--- src/rtl/aes_pkg.sv ---
// Shared AES definitions used by the key-expansion datapath and its controller.
// Contents:
//   AES_NUM_ROUNDS - number of AES rounds (round keys 0..AES_NUM_ROUNDS)
//   AES_CNT_WIDTH  - width of the round counter
//   AES_WORD_WIDTH - width of one key/round-key word
//   ks_state_e     - key-schedule state codes, also seen by the datapath
//   aes_word_t     - one 32-bit key word
package aes_pkg;

    localparam int unsigned AES_NUM_ROUNDS = 10;
    localparam int unsigned AES_CNT_WIDTH  = 4;
    localparam int unsigned AES_WORD_WIDTH = 32;

    // The datapath decodes these codes directly, so they are fixed values
    // rather than a tool-chosen encoding.
    typedef enum logic [2:0] {
        KS_IDLE  = 3'b000,
        KS_LOAD  = 3'b001,
        KS_ROUND = 3'b010,
        KS_DONE  = 3'b100
    } ks_state_e;

    typedef logic [AES_WORD_WIDTH-1:0] aes_word_t;

endpackage

--- src/rtl/aes_key_sched_ctrl.sv ---
// AES key-schedule controller: sequences the key-expansion datapath through
// LOAD (register the cipher key) and ROUND (issue round keys 0..NUM_ROUNDS),
// then pulses done for one cycle.
// Ports:
//   clk            - clock, rising edge
//   rst_n          - asynchronous active-low reset
//   start_in       - request to expand a new key (key words valid same cycle)
//   abort_in       - synchronous cancel of the running sequence
//   ready_out      - idle, start_in is accepted
//   FSM_core_out   - state code driving the datapath state input
//   core_count_out - round index driving the datapath counter input
//   rk_valid_out   - datapath round-key outputs hold round key core_count_out
//   busy_out       - sequence in progress (LOAD, ROUND or DONE)
//   done_out       - one-cycle pulse after the last round key
module aes_key_sched_ctrl
    import aes_pkg::*;
#(
    parameter int unsigned NUM_ROUNDS = AES_NUM_ROUNDS,
    parameter int unsigned CNT_WIDTH  = AES_CNT_WIDTH
) (
    input  logic                 clk,
    input  logic                 rst_n,
    input  logic                 start_in,
    input  logic                 abort_in,
    output logic                 ready_out,
    output logic [2:0]           FSM_core_out,
    output logic [CNT_WIDTH-1:0] core_count_out,
    output logic                 rk_valid_out,
    output logic                 busy_out,
    output logic                 done_out
);

    localparam logic [CNT_WIDTH-1:0] LAST_ROUND = CNT_WIDTH'(NUM_ROUNDS);
    localparam logic [CNT_WIDTH-1:0] CNT_ONE    = CNT_WIDTH'(1);

    ks_state_e            state_q, state_d;
    logic [CNT_WIDTH-1:0] count_q, count_d;

    // State register and round counter
    always_ff @(posedge clk or negedge rst_n) begin
        if (!rst_n) begin
            state_q <= KS_IDLE;
            count_q <= '0;
        end else begin
            state_q <= state_d;
            count_q <= count_d;
        end
    end

    // Next-state and next-count logic
    always_comb begin
        state_d = state_q;
        count_d = count_q;
        case (state_q)
            KS_IDLE: begin
                count_d = '0;
                if (start_in) begin
                    state_d = KS_LOAD;
                end
            end
            KS_LOAD: begin
                state_d = KS_ROUND;
                count_d = '0;
            end
            KS_ROUND: begin
                // Compare-before-increment keeps the counter from ever
                // passing LAST_ROUND or wrapping.
                if (count_q == LAST_ROUND) begin
                    state_d = KS_DONE;
                    count_d = '0;
                end else begin
                    count_d = count_q + CNT_ONE;
                end
            end
            KS_DONE: begin
                state_d = KS_IDLE;
                count_d = '0;
            end
            default: begin
                state_d = KS_IDLE;
                count_d = '0;
            end
        endcase
        // Abort wins in every state, including over a start in IDLE.
        if (abort_in) begin
            state_d = KS_IDLE;
            count_d = '0;
        end
    end

    // Output decode from registered state only
    always_comb begin
        ready_out    = 1'b0;
        busy_out     = 1'b0;
        rk_valid_out = 1'b0;
        done_out     = 1'b0;
        case (state_q)
            KS_IDLE:  ready_out = 1'b1;
            KS_LOAD:  busy_out  = 1'b1;
            KS_ROUND: begin
                busy_out     = 1'b1;
                rk_valid_out = 1'b1;
            end
            KS_DONE: begin
                busy_out = 1'b1;
                done_out = 1'b1;
            end
            default: ;
        endcase
    end

    assign FSM_core_out   = state_q;
    assign core_count_out = count_q;

endmodule

--- config.mk ---
export PLATFORM = sky130hd
export DESIGN_NAME = aes_key_sched_ctrl
export DESIGN_NICKNAME = d
export VERILOG_FILES = /design/src/rtl/aes_pkg.sv /design/src/rtl/aes_key_sched_ctrl.sv
export SDC_FILE = /design/constraint.sdc
export NUM_CORES = 1
export LEC_CHECK = 0
export CORE_AREA = 10 10 47 49
export DETAILED_ROUTE_END_ITERATION = 8
export DIE_AREA = 0 0 57 59
export DONT_BUFFER_PORTS = 1
export GPL_TIMING_DRIVEN = 0
export PLACE_DENSITY_LB_ADDON = 0.15
export SETUP_SLACK_MARGIN = 0.02
export SKIP_CTS_REPAIR_TIMING = 1
export SLEW_MARGIN = 40
export SYNTH_ARGS = -nofsm -noshare
export SYNTH_HDL_FRONTEND = slang
export SYNTH_SLANG_ARGS = --single-unit
--- constraint.sdc ---
create_clock -name clk -period 1.6 [get_ports clk]
set_input_delay 0.24 -clock clk [delete_from_list [all_inputs] [get_ports clk]]
set_output_delay 0.24 -clock clk [all_outputs]
set_load 0.05 [all_outputs]
# After elaboration in Yosys (flattened, before gate mapping)
# Index checks and enable logic that the tools add are counted.
[totals] register_bits=7 wordCells=23 in_bits=4
[op_classes] addsub=1 eq_ne=6 muxes=11 n_reduce_logical=3
[ops] cell="$mux W4" count=3
[ops] cell="$mux W3" count=3
[ops] cell="$pmux W3 S3" count=1
[ops] cell="$ne A3 B3 Y1 const B" count=2
[ops] cell="$add A4 B1 Y4 const B" count=1
[ops] cell="$eq A4 B4 Y1 const B" count=1
[ops] cell="$mux W1" count=4
[ops] cell="$eq A3 B1 Y1 const B" count=1
[ops] cell="$eq A3 B2 Y1 const B" count=1
[ops] cell="$eq A3 B3 Y1 const B" count=1
[ops] cell="$logic_not A3 Y1" count=1
[ops] cell="$reduce_or A3 Y1" count=1
[ops] cell="$reduce_and A2 Y1" count=1

# Longest topological paths before layout
[depth] word_depth=4 ltp_mapped=5

# Least setup slack after synthesis
# No wires, ideal clock.
[synth_path] path_type="reg-to-output" from="reg state_q[2], in the netlist FSM_core_out[2]" to="out done_out" stages_incl_launch_ff=2 t_arrival_ps=1958 setup_slack_ps=-598 required_time_ps=1360 path_buffers=0 cell_sequence="dfrtp_1 nor3b_1"
[synth_via] elab_chain_cells=2
[synth_lines] element="start, declared" line_no="aes_key_sched_ctrl.sv:36" text="ks_state_e state_q, state_d;"
[synth_lines] element="start signal, assigned" line_no="aes_key_sched_ctrl.sv:45" text="state_q <= state_d;"
[synth_lines] element="$eq A3 B3 Y1" line_no="aes_key_sched_ctrl.sv:97" text="case (state_q)"
[synth_lines] element="$mux W1" line_no="aes_key_sched_ctrl.sv:97"
[synth_lines] element="end, declared" line_no="aes_key_sched_ctrl.sv:30" text="output logic done_out"
# Every way passes these cells.

# Worst setup path after layout
# Same ends and word-level chain as after synthesis.

==> impl_metrics.csv <==
group,metric,value,unit
status,result_of_the_run,"finished with violations",
status,failed_checks,"setup timing",
route,firstDrtPassIters,4,
timing,minimum_clock_period_after_layout,1.66,ns
synth,synthesis.instances,35,
synth,share_of_flip_flops_with_an_asynchronous_set_or_reset,100,%
route,route.detailed.drc,0,
critical_path,path_max_fanout,8,
critical_path,path_buf_inv,0,
clocking,cts_tree,"done",
synth,synth.top_cells.by_count,"dfrtp_1 (7), nor2_1 (7), nand2_1 (3)",
timing,max-slew-margin-rel,61.7,%
synth,synth_top_flop_cell,"dfrtp_1",
timing,fmax,0.604,GHz
power_and_ir_drop,clock_power_share,36.0,%
floorplanning,std_cell_rows,14,
synth,netlist_area,355,sq um
critical_path,arrival,1.42,ns
global_route,globalRoute.totalOverflow,0,
floorplanning,initial_utilization,25.4,%
synth,mappedNetlistNets,41,
clocking,h-tree-depth,1,
route,num_vias,277,
power_and_ir_drop,intPower,0.302,mW
finish,syn2layout_area_growth,34.5,%
timing,report.final.slew_viol_count,0,
global_route,grt_pass1_vias,303,
clocking,cts-root-buf,"clkbuf_4",
finish,number_of_diodes,0,
synth,synth_area_per_cell,10.2,sq um
power_and_ir_drop,power.sequential.fraction,48.2,%
finish,final_net_count,49,
worst_hold_path,holdCritPathClass,"input port to register",
critical_path,slowest_stage_cell_cp,"dfrtp_4",
floorplanning,floorplan.core_area,1400,sq um
timing,setup_repair_after_global_routing_missed_its_margin,"yes",
critical_path,worst_path_dominant_cell_family,"flip-flops",
critical_path,required,1.36,ns
critical_path,end_kind,"output port",
floorplanning,fp.dieW,57,um
synth,post-synth-top-area-fraction,49.3,%
critical_path,critical_path.cell_chain,"nor3b_4",
synth,synth_area_leaders,"dfrtp_1 (49%), nor2_1 (7.4%), ha_1 (7.0%)",
critical_path,critPathLaunchType,"register",
route,detail-route-antenna-nets,0,
timing,final_hold_viol_count,0,
floorplanning,ioPinCount,15,
global_route,grt_pass1_wl,1500,um
clocking,clkSinkCount,7,
finish,fin_util,34.1,%
synth,synth.yosys.seq_area_share,49.3,%
global_route,track_usage,6.20,%
floorplanning,die_area,3360,sq um
synth,synth_edf_count,0,
place,placement.setup.worst_slack,0.0305,ns
finish,final_layout_size_suffix_gt1_share,38.1,%
place,place_congestion,0.697,
synth,yosys_warnings,0,
route,postRouteWirelength,875,um
synth,synth_seq_cells,7,
critical_path,criticalPathCategory,"register to output port",
floorplanning,die_h,59,um
clocking,cts_inserted_buffers,3,
synth,yosys.cell_types.count,18,
route,detailedRoute.firstIterationViolations,1,
timing,setup_viol,4,
route,post_drt_wl_per_cell,15.1,um
clocking,clkTransAtPathRegs,0.05,ns
timing,layout_setup_ws,-0.0558,ns
global_route,antenna_found_initial,0,
critical_path,cpPeakStageDelay,0.59,ns
timing,fin_setup_tns,-0.168,ns
power_and_ir_drop,switching_part_of_the_total_power,32.2,%
synth,synth_top_cell_by_area,"dfrtp_1",
clocking,clockBufferDepth,2,
power_and_ir_drop,power.density_cell_area,931,nW/um^2
power_and_ir_drop,share_comb_of_total_power,15.8,%
route,vias_per_cell,4.78,
job,maxCapViolations,0,
timing,clock-skew-final,0.00479,ns
timing,worst_max_slew_pin_slew,0.573,ns
power_and_ir_drop,vdd_ir_drop_max,0.374,mV
timing,timing.final.crit_share,103,%
power_and_ir_drop,power.leakage,0.193,nW
power_and_ir_drop,net-switching-power,0.143,mW
clocking,clkLatencyLatePin,0.25,ns
place,port_buffers,0,
global_route,grt_start_max_net_pins,9,
[per-stage QoR]
step | total power [mW] | cell area [sq um] | instances | hold slack (ns)
floorplan | 0.268 | 392 | 35 | -0.0556
finish | 0.445 | 478 | 58 | 0.0419
detailed placement | 0.276 | 412 | 51 | -0.0553
CTS | 0.445 | 438 | 55 | -0.338
global route | 0.480 | 478 | 58 | 0.0180
global placement | 0.274 | 412 | 51 | -0.0553
[sequential cells by signal (all words and copies together), names as in the netlist]
signal and count:
FSM_core_out 3, core_count_out 4
[path summary, 6_finish.rpt]
path | start | to | slack, ns | depth (start not counted)
max | FSM_core_out[2]$_DFFE_PN0P_ | done_out | -0.06 | 1
min | abort_in | FSM_core_out[1]$_DFFE_PN0P_ | 0.04 | 1
max reg2reg | core_count_out[1]$_DFF_PN0_ | FSM_core_out[1]$_DFFE_PN0P_ | 0.13 | 4
min reg2reg | core_count_out[0]$_DFF_PN0_ | core_count_out[0]$_DFF_PN0_ | 0.67 | 1
max in group asynchronous | rst_n | FSM_core_out[2]$_DFFE_PN0P_ | 1.01 | 1
min in group asynchronous | rst_n | FSM_core_out[1]$_DFFE_PN0P_ | 0.31 | 1
[cells in the final DEF, fill, tap and decap left out, drive strengths merged]
cell type	count
and2b	1
nor2	7
xor2	1
buf	2
dfrtp	7
nand2	3
nor2b	2
nand3	2
inv	1
nor3	3
nor3b	1
clkbuf	4
nand3b	1
dlygate4sd3	1
xnor2	2
ha	2
o21ai	1
a21oi	1
[power groups by stage]
| stage | sequential (mW) | clock, mW | combinational, mW |
|---|---|---|---|
| 6_report | 0.215 | 0.160 | 0.0702 |
| 5_1_grt | 0.217 | 0.187 | 0.0758 |
| 4_1_cts | 0.213 | 0.171 | 0.0601 |
| 3_5_place_dp | 0.216 | 0 | 0.0598 |
| 3_3_place_gp | 0.215 | 0 | 0.0586 |
| 2_1_floorplan | 0.213 | 0 | 0.0549 |
[final cells by class]
type,count,area (sq um)
Sequential cell,7,185
Clock buffer,4,26.3
Fill cell,156,923
Multi-Input combinational cell,27,218
Inverter,1,3.75
Tap cell,16,20.0
Timing Repair Buffer,3,25.0
[layer usage]
| metal | share of wire (%) | GRT usage, % | wire length (um) |
|---|---|---|---|
| met1 | 31 | 4.56 | 273 |
| met2 | 45 | 8.99 | 395 |
| met3 | 22 | 8.15 | 194 |
| met4 | 1.4 | 3.02 | 12 |
| met5 | 0 | 0 | 0 |
[kinds of logic (layout without fill, tap and decap cells)]
family / count (synthesis) / count (layout) / synth area share [%]
AOI/OAI and AO/OA: 2 / 2 / 2.81
adders and majority gates: 2 / 2 / 7.04
buffers and inverters: 1 / 8 / 1.06
DFF: 7 / 7 / 49.3
and+or+nand+nor: 20 / 20 / 32.4
xor gates and xnor gates: 3 / 3 / 7.40
(Power assumes the default switching activity.)
